## src/rtl/conv_job_sequencer.sv

```systemverilog
// Conv accelerator front-end: queues job descriptors, routes the shared input stream to the
// weight then ifmap buffers with length checking, and sequences GEMM start and result drain.
// Optional cycle counter is enabled by defining CONV_SEQ_PERF_EN.
module conv_job_sequencer #(
  parameter int DATA_W    = 32,
  parameter int TENSOR_W  = 8,
  parameter int KERNEL_W  = 4,
  parameter int CH_W      = 8,
  parameter int STRIDE_W  = 2,
  parameter int KNUM_W    = 8,
  parameter int JOB_DEPTH = 4,
  parameter int CNT_W     = 24
) (
  input  logic                         clk_i,
  input  logic                         rstn_i,
  input  logic                         enable_i,
  input  logic                         job_valid_i,
  output logic                         job_ready_o,
  input  logic [TENSOR_W-1:0]          job_tensor_i,
  input  logic [KERNEL_W-1:0]          job_ksize_i,
  input  logic [CH_W-1:0]              job_ch_i,
  input  logic [STRIDE_W-1:0]          job_stride_i,
  input  logic [KNUM_W-1:0]            job_knum_i,
  input  logic [DATA_W-1:0]            s_data_i,
  input  logic                         s_valid_i,
  input  logic                         s_last_i,
  output logic                         s_ready_o,
  output logic [DATA_W-1:0]            wb_data_o,
  output logic                         wb_valid_o,
  output logic                         wb_last_o,
  input  logic                         wb_ready_i,
  output logic [DATA_W-1:0]            ib_data_o,
  output logic                         ib_valid_o,
  output logic                         ib_last_o,
  input  logic                         ib_ready_i,
  output logic [TENSOR_W-1:0]          tensor_size_o,
  output logic [KERNEL_W-1:0]          kernel_size_o,
  output logic [CH_W-1:0]              channels_o,
  output logic [STRIDE_W-1:0]          stride_o,
  output logic [KNUM_W-1:0]            kernel_nums_o,
  output logic                         start_conv_o,
  input  logic                         conv_done_i,
  input  logic                         drain_done_i,
  output logic                         busy_o,
  output logic [$clog2(JOB_DEPTH):0]   job_cnt_o,
  output logic                         err_short_o,
  output logic                         err_long_o,
  output logic                         irq_done_o,
  output logic [31:0]                  perf_cycles_o
);

  localparam int PTR_W  = $clog2(JOB_DEPTH);
  localparam int DESC_W = TENSOR_W + KERNEL_W + CH_W + STRIDE_W + KNUM_W;
  localparam int PW_W   = 2 * KERNEL_W + CH_W + KNUM_W;
  localparam int PI_W   = 2 * TENSOR_W + CH_W;

  typedef enum logic [2:0] {
    IDLE, CALC, LOAD_W, LOAD_I, SKIP, START, RUN, DRAIN
  } state_e;

  state_e               state_q;
  state_e               retState_q;
  state_e               afterPhase;
  logic [DESC_W-1:0]    fifoMem_q [JOB_DEPTH];
  logic [PTR_W-1:0]     wrPtr_q;
  logic [PTR_W-1:0]     rdPtr_q;
  logic [PTR_W:0]       count_q;
  logic                 full;
  logic                 push;
  logic                 pop;
  logic [TENSOR_W-1:0]  tensor_q;
  logic [KERNEL_W-1:0]  ksize_q;
  logic [CH_W-1:0]      ch_q;
  logic [STRIDE_W-1:0]  stride_q;
  logic [KNUM_W-1:0]    knum_q;
  logic [CNT_W-1:0]     expW_q;
  logic [CNT_W-1:0]     expI_q;
  logic [CNT_W-1:0]     cnt_q;
  logic [CNT_W-1:0]     expCur;
  logic [CNT_W-1:0]     expWNext;
  logic [CNT_W-1:0]     expINext;
  logic [PW_W-1:0]      prodW;
  logic [PI_W-1:0]      prodI;
  logic                 atEnd;
  logic                 beat;
  logic                 errShort_q;
  logic                 errLong_q;
  logic                 irqDone_q;

  // A pop in the same cycle frees a slot, so a full FIFO can still take a push.
  assign full        = (count_q == (PTR_W + 1)'(JOB_DEPTH));
  assign pop         = (state_q == IDLE) && enable_i && (count_q != '0);
  assign job_ready_o = !rstn_i && (!full || pop);
  assign push        = job_valid_i && job_ready_o;

  always_ff @(posedge clk_i) begin
    if (push) begin
      fifoMem_q[wrPtr_q] <= {job_tensor_i, job_ksize_i, job_ch_i, job_stride_i, job_knum_i};
    end
  end

  always_ff @(posedge clk_i) begin
    if (rstn_i) begin
      wrPtr_q <= '0;
      rdPtr_q <= '0;
      count_q <= '0;
    end else begin
      if (push) wrPtr_q <= wrPtr_q + PTR_W'(1);
      if (pop)  rdPtr_q <= rdPtr_q + PTR_W'(1);
      if (push && !pop)      count_q <= count_q + (PTR_W + 1)'(1);
      else if (pop && !push) count_q <= count_q - (PTR_W + 1)'(1);
    end
  end

  assign prodW    = PW_W'(ksize_q) * PW_W'(ksize_q) * PW_W'(ch_q) * PW_W'(knum_q);
  assign prodI    = PI_W'(tensor_q) * PI_W'(tensor_q) * PI_W'(ch_q);
  assign expWNext = CNT_W'(prodW);
  assign expINext = CNT_W'(prodI);

  assign expCur     = (state_q == LOAD_I) ? expI_q : expW_q;
  assign atEnd      = (cnt_q == expCur - CNT_W'(1));
  assign beat       = s_valid_i && s_ready_o;
  assign afterPhase = (state_q == LOAD_W && expI_q != '0) ? LOAD_I : START;

  always_comb begin
    s_ready_o  = 1'b0;
    wb_valid_o = 1'b0;
    wb_last_o  = 1'b0;
    ib_valid_o = 1'b0;
    ib_last_o  = 1'b0;
    unique case (state_q)
      LOAD_W: begin
        s_ready_o  = wb_ready_i;
        wb_valid_o = s_valid_i;
        wb_last_o  = s_last_i || atEnd;
      end
      LOAD_I: begin
        s_ready_o  = ib_ready_i;
        ib_valid_o = s_valid_i;
        ib_last_o  = s_last_i || atEnd;
      end
      SKIP:    s_ready_o = 1'b1;
      default: s_ready_o = 1'b0;
    endcase
  end

  assign wb_data_o = s_data_i;
  assign ib_data_o = s_data_i;

  // Early s_last flags a short phase; reaching the count first flags long and drops the tail.
  always_ff @(posedge clk_i) begin
    if (rstn_i) begin
      state_q    <= IDLE;
      retState_q <= IDLE;
      tensor_q   <= '0;
      ksize_q    <= '0;
      ch_q       <= '0;
      stride_q   <= '0;
      knum_q     <= '0;
      expW_q     <= '0;
      expI_q     <= '0;
      cnt_q      <= '0;
      errShort_q <= 1'b0;
      errLong_q  <= 1'b0;
      irqDone_q  <= 1'b0;
    end else begin
      irqDone_q <= 1'b0;
      unique case (state_q)
        IDLE: begin
          if (pop) begin
            {tensor_q, ksize_q, ch_q, stride_q, knum_q} <= fifoMem_q[rdPtr_q];
            state_q <= CALC;
          end
        end
        CALC: begin
          expW_q <= expWNext;
          expI_q <= expINext;
          cnt_q  <= '0;
          if (expWNext != '0)      state_q <= LOAD_W;
          else if (expINext != '0) state_q <= LOAD_I;
          else                     state_q <= START;
        end
        LOAD_W, LOAD_I: begin
          if (beat) begin
            if (s_last_i) begin
              if (!atEnd) errShort_q <= 1'b1;
              cnt_q   <= '0;
              state_q <= afterPhase;
            end else if (atEnd) begin
              errLong_q  <= 1'b1;
              cnt_q      <= '0;
              retState_q <= afterPhase;
              state_q    <= SKIP;
            end else begin
              cnt_q <= cnt_q + CNT_W'(1);
            end
          end
        end
        SKIP: begin
          if (s_valid_i && s_last_i) state_q <= retState_q;
        end
        START: state_q <= RUN;
        RUN: begin
          if (conv_done_i) state_q <= DRAIN;
        end
        DRAIN: begin
          if (drain_done_i) begin
            state_q   <= IDLE;
            irqDone_q <= 1'b1;
          end
        end
      endcase
    end
  end

  assign tensor_size_o = tensor_q;
  assign kernel_size_o = ksize_q;
  assign channels_o    = ch_q;
  assign stride_o      = stride_q;
  assign kernel_nums_o = knum_q;
  assign start_conv_o  = (state_q == START);
  assign busy_o        = (state_q != IDLE);
  assign job_cnt_o     = count_q;
  assign err_short_o   = errShort_q;
  assign err_long_o    = errLong_q;
  assign irq_done_o    = irqDone_q;

`ifdef CONV_SEQ_PERF_EN
  logic [31:0] perf_q;

  // Every non-IDLE cycle of a job is counted; the value is held until the next launch.
  always_ff @(posedge clk_i) begin
    if (rstn_i) begin
      perf_q <= '0;
    end else if (pop) begin
      perf_q <= '0;
    end else if (state_q != IDLE && perf_q != '1) begin
      perf_q <= perf_q + 32'd1;
    end
  end

  assign perf_cycles_o = perf_q;
`else
  assign perf_cycles_o = '0;
`endif

endmodule
```

## config.mk

```make
export PLATFORM = sky130hd
export DESIGN_NAME = conv_job_sequencer
export DESIGN_NICKNAME = d
export VERILOG_FILES = /design/src/rtl/conv_job_sequencer.sv
export SDC_FILE = /design/constraint.sdc
export NUM_CORES = 1
export LEC_CHECK = 0
export BUFFER_PORTS_ARGS = -buffer_cell sky130_fd_sc_hd__buf_2
export CELL_PAD_IN_SITES_DETAIL_PLACEMENT = 1
export CELL_PAD_IN_SITES_GLOBAL_PLACEMENT = 1
export CORE_MARGIN = 4
export CORE_UTILIZATION = 40
export CTS_BUF_LIST = sky130_fd_sc_hd__clkbuf_16
export CTS_CLUSTER_SIZE = 25
export DETAILED_ROUTE_END_ITERATION = 10
export PLACE_DENSITY_LB_ADDON = 0.1
export SYNTH_ARGS = -nofsm -noshare
export SYNTH_HDL_FRONTEND = slang
export SYNTH_SLANG_ARGS = --single-unit
```

## constraint.sdc

```tcl
create_clock -name clk_i -period 13.3 [get_ports clk_i]
set_clock_uncertainty 0.2 [all_clocks]
set_input_delay 0 -clock clk_i [delete_from_list [all_inputs] [get_ports clk_i]]
set_output_delay 0 -clock clk_i [all_outputs]
set_load 0.01 [all_outputs]
```

# Word level (Yosys, flattened, before mapping)
# Memories as Yosys holds them, arrays and structs flattened. A register that Yosys moved wholly into a read port is not among the register bits.
# Cells that the tools add are included.
[word_totals]
register_bits = 88
ram_bits = 120
n_memories = 1
[op_classes]
addsub = 6
mul = 5
eq_ne = 15
muxes = 26
bitwise_logic = 3
reduce_logical = 30
[memory_table]
columns = ["name", "depth", "width", "read_ports", "rd_ports_with_merged_regs", "write_ports", "line", "source"]
rows = [
  ["fifoMem_q", 4, 30, 1, 1, 1, "64", "logic [DESC_W-1:0] fifoMem_q [JOB_DEPTH];"],
]
[ops]
columns = ["operator", "count"]
rows = [
  ["24-bit 2-to-1 mux", 4],
  ["24-bit nonzero test", 3],
  ["16-bit by 8-bit multiplier with 24-bit output", 2],
  ["24-bit case mux with 2 select lines", 1],
  ["3-bit 2-to-1 mux", 12],
  ["8-bit by 8-bit multiplier with 16-bit output", 2],
  ["24-bit by 1-bit adder with 24-bit output (second input constant)", 1],
  ["24-bit == test", 1],
  ["24-bit by 1-bit subtractor with 24-bit output (second input constant)", 1],
  ["3-bit case mux with 7 select lines", 1],
  ["3-bit == test (second input constant)", 5],
  ["2-bit != test (second input constant)", 5],
  ["1-bit logical AND", 9],
  ["4-bit by 4-bit multiplier with 8-bit output", 1],
  ["4-bit AND reduction", 2],
  ["1-bit 2-to-1 mux", 7],
  ["3-bit by 2-bit == test with 1-bit output (second input constant)", 2],
  ["6-bit AND reduction", 1],
  ["3-bit nonzero test", 2],
  ["2-bit by 1-bit adder with 2-bit output (second input constant)", 2],
  ["1-bit zero test", 4],
  ["2-bit AND reduction", 2],
  ["2-bit nonzero test", 2],
  ["2-bit OR reduction", 2],
  ["8 further kinds", 11],
]

# Depth between registers and ports, before layout
[logic_depth]
depth_word = 10
depth_mapped = 43
mapped_depth_nobuf = 42

# Worst setup path before layout
# No wires, ideal clock.
[synth_timing]
path_type = "register to register"
startpoint = "register ksize_q[0] (netlist: kernel_size_o[0])"
endpoint = "register state_q[0]"
t_arrival_ns = 9.966
required_ns = 13.030
slack_ns = 3.063
stages_incl_launch_ff = 42
n_path_buf = 1
period_less_slack_ns = 10.237
path_cell_list = "dfxtp_1 clkbuf_1 and2_1 ha_1 a21o_1 a21oi_1 xnor2_1 and2_1 fa_1 inv_1 fa_1 inv_1 fa_1 inv_1 fa_1 inv_1 ha_1 a21oi_1 (+6 left out) fa_1 inv_1 fa_1 fa_1 inv_1 fa_1 inv_1 ha_1 nand4_1 nor2_1 a311oi_1 o21ai_0 a31oi_1 xnor2_1 or4b_2 nor4b_1 o2111ai_1 a21oi_1"
[synth_via]
elab_chain_len = 6
[synth_lines]
columns = ["item", "line", "source"]
rows = [
  ["start: declaration", "72", "logic [KERNEL_W-1:0] ksize_q;"],
  ["start signal: assignment", "171", "{tensor_q, ksize_q, ch_q, stride_q, knum_q} <= fifoMem_q[rdPtr_q];"],
  ["4-bit by 4-bit multiplier with 8-bit output", "115", "assign prodW = PW_W'(ksize_q) * PW_W'(ksize_q) * PW_W'(ch_q) * PW_W'(knum_q);"],
  ["8-bit by 8-bit multiplier with 16-bit output", "115", ""],
  ["16-bit by 8-bit multiplier with 24-bit output", "115", ""],
  ["24-bit nonzero test", "179", "if (expWNext != '0) state_q <= LOAD_W;"],
  ["3-bit 2-to-1 mux", "179", ""],
  ["3-bit case mux with 7 select lines", "168", "unique case (state_q)"],
  ["end signal: assignment", "188", "state_q <= afterPhase;"],
  ["end signal: assignment", "200", "if (s_valid_i && s_last_i) state_q <= retState_q;"],
  ["end: declaration", "61", "state_e state_q;"],
]
# Every way passes these cells.
# A chain may end at the register's enable or synchronous reset.

# Worst setup path in the final report
# Ends and elaborated chain as after synthesis.

==> results.ini <==
[yosys]
synth-async-reset-ratio_pct=0
synth.largest_area_cell=fa_1
synth_area_leaders=fa_1 (19%), edfxtp_1 (16%), dfxtp_1 (10%)
syn-instance-count=2443
synth_flop_cell=edfxtp_1
syn_area_per_cell_sq_um=9.34
syn-cell-area_sq_mm=0.0228
ys_ff_latch=237
yosys_warnings=0
ys_seq_area_share_pct=26.0
netlist.area_leader.share_pct=18.9
ys_types=80
synth_edf_count=120

[route]
wire_per_inst_um=19.0
num_vias=17100
wl_um=62300
drt_iter0_markers=820
ant_nets=0
dr.pass1.iters=5
vias_per_cell=5.20
drc=0

[power_and_ir_drop]
pwr_density_cell_mw_per_mm2=96.6
total_power_mw=2.44
ir_drop_v=0.000124
cellLeakagePower_nw=11.2

[grt]
grt_pass1_wl_um=102000
grt_overflow=0
grt_pass1_vias=18600
grt_start_max_net_pins=61
antenna_found_initial=0
track_usage_pct=20.5

[worst_setup_path]
path_common_cell=fa_1
reg2regPathDepth=40
start_kind=register
cp.required_ns=13.57
end_kind=register
crit_buf_inv=7
worst_path_dominant_cell_family=adder cells
arrival_ns=11.65
max_stage_delay_ns=0.84
cp_max_fo=28
regToRegEndpoint=state_q[0]$_SDFFE_PP0P_
crit_type=register to register
crit_slowest_cell=dfxtp_1
timing.rr.start=kernel_size_o[0]$_SDFFE_PP0P_
r2r_setup_slack_ns=1.93

[floorplan]
ios=212
dieHeight_um=247
die_w_um=247
initial_core_util_pct=40.5
fp-row-count=87
coreArea_sq_mm=0.0564
die_area_sq_mm=0.0609

[timing]
grt_setup_unrepaired=false
worst_pin_slew_ns=1.11
setup_slack_ns=1.93
hold_violations=0
slew_headroom_pct=26.2
final.min_clock_period_ns=11.37
fmax_ghz=0.0879
slew_violations=0
setup_viol=0
tns_ns=0
min_period_over_period_pct=85.5

[placed_design]
dp_slack_ns=2.01
place_congestion=0.859
post-dp-hpwl_um=46600
io_buffers=83

[clock_network]
clockBufferDepth=3
cts_buffers=28
cts_sinks=237
cts.clk_slew.worst_paths_ns=0.06
cts.htree.levels=1
post_cts_resized=0
ctsRootBufferMaster=clkbuf_16
tritoncts=yes
clk_latency_ns=0.57
post_cts_buffers=0

[final_layout]
areaGrowthSynthToFinish_pct=10.7
layout.nets=2962
final_cell_mix=nand2_1 (301), inv_1 (279), fa_1 (216)
drive_gt1_share_pct=7.82
antennaDiodeCount=0
final_common_cell=nand2_1
nFillCells=6503

[run]
maxCapViolations=0

[min_path]
hold_end=cnt_q[2]$_SDFFE_PP0P_
worstHoldStart=ib_ready_i
min_path_cells=6
hold_class=input pin to register

[run_status]
status=complete, no violations

-- registers in the layout, summed over array words and instances (netlist names) --
| register | cells |
|---|---|
| channels_o | 8 |
| cnt_q | 24 |
| err_short_o | 1 |
| expI_q | 24 |
| expW_q | 24 |
| fifoMem_q | 120 |
| irq_done_o | 1 |
| job_cnt_o | 3 |
| kernel_nums_o | 8 |
| kernel_size_o | 4 |
| rdPtr_q | 2 |
| retState_q | 3 |
| state_q | 3 |
| stride_o | 2 |
| tensor_size_o | 8 |
| wrPtr_q | 2 |
-- cell families after synthesis --
logic type	synth area share (%)
muxes	4.47
buffers and inverters	9.59
AOI/OAI and AO/OA	8.14
adders and majority gates	27.9
DFF	26.0
xor gates and xnor gates	4.57
and+or+nand+nor	19.2
other	0.0164
-- tightest hold or removal path: stages --
cell	delay [ns]
buf_2	0.07
mux2_2	0.16
nand3_1	0.13
nand2_1	0.22
a21oi_1	0.10
nor3_1	0.12
-- metal layers --
metal	vias to the layer above	GRT usage [%]	routed length [um]
li1	8131	-	-
met1	8643	27.7	28600
met3	58	3.04	2440
met2	264	35.5	30100
met5	-	0	0
met4	0	3.80	1070
-- final cells by class --
class                      instances  area, sq um  area share, %
clock inverter                    23          198          0.783
timing repair buffer             209         1620           6.43
clock buffer                      28          701           2.77
sequential                       237         5950           23.5
multi-input combinational       1760        14800           58.7
tap                              756          946           3.74
inverter                         274         1030           4.07
-- report_power, final --
group / internal (mW) / switching, mW
Sequential: 0.828 / 0.120
Clock: 0.426 / 0.318
Combinational: 0.293 / 0.455
-- synth_stat cells (8+ instances only) --
library cell    n
nor4b_1         9
buf_4          98
and3_1         34
o31ai_1         9
nand2b_1       16
inv_1         274
a211oi_1        8
a21o_1         10
nor3_1         35
mux2i_1        30
dfxtp_1       117
fa_1          216
and2_1        203
mux4_2         30
nor2_1        111
xnor2_1        74
a21oi_1       131
nand4_1        25
a31oi_1        10
nor2b_1        23
nand2_1       301
o21bai_1       10
nand3_1        44
nor4_1         13
or3_1          15
xor2_1         45
edfxtp_1      120
o21ai_0        53
ha_1          164
clkbuf_1       91
-- repair_timing --
action,4_1_cts,5_1_grt
hold buffers,104,0
hold endpoints to repair,234,0
setup endpoints to repair,0,0
-- how the worst max path moves through the flow --
| stage | from | end | slack (ns) | depth (start not counted) |
|---|---|---|---|---|
| CTS | kernel_size_o[0]$_SDFFE_PP0P_ | state_q[0]$_SDFFE_PP0P_ | 1.92 | 40 |
| detailed placement | kernel_size_o[0]$_SDFFE_PP0P_ | state_q[0]$_SDFFE_PP0P_ | 2.01 | 40 |
| global placement | kernel_size_o[0]$_SDFFE_PP0P_ | state_q[0]$_SDFFE_PP0P_ | 2.31 | 40 |
| floorplan | kernel_size_o[0]$_SDFFE_PP0P_ | state_q[0]$_SDFFE_PP0P_ | 3.06 | 41 |
| finish | kernel_size_o[0]$_SDFFE_PP0P_ | state_q[0]$_SDFFE_PP0P_ | 1.93 | 40 |
| global route | kernel_size_o[0]$_SDFFE_PP0P_ | state_q[0]$_SDFFE_PP0P_ | 1.04 | 40 |
-- metrics by stage --
stage          hold WS [ns]  util, %  instances  area (sq um)
2_1_floorplan        -0.108        -       2474         22900
3_3_place_gp         -0.200     41.4       3132         23300
3_5_place_dp         -0.200     41.4       3132         23300
4_1_cts              0.0630     44.8       3287         25300
5_1_grt               0.131     44.8       3287         25300
6_report             0.0988     44.8       3287         25300
Power figures use the tool's default switching activity.
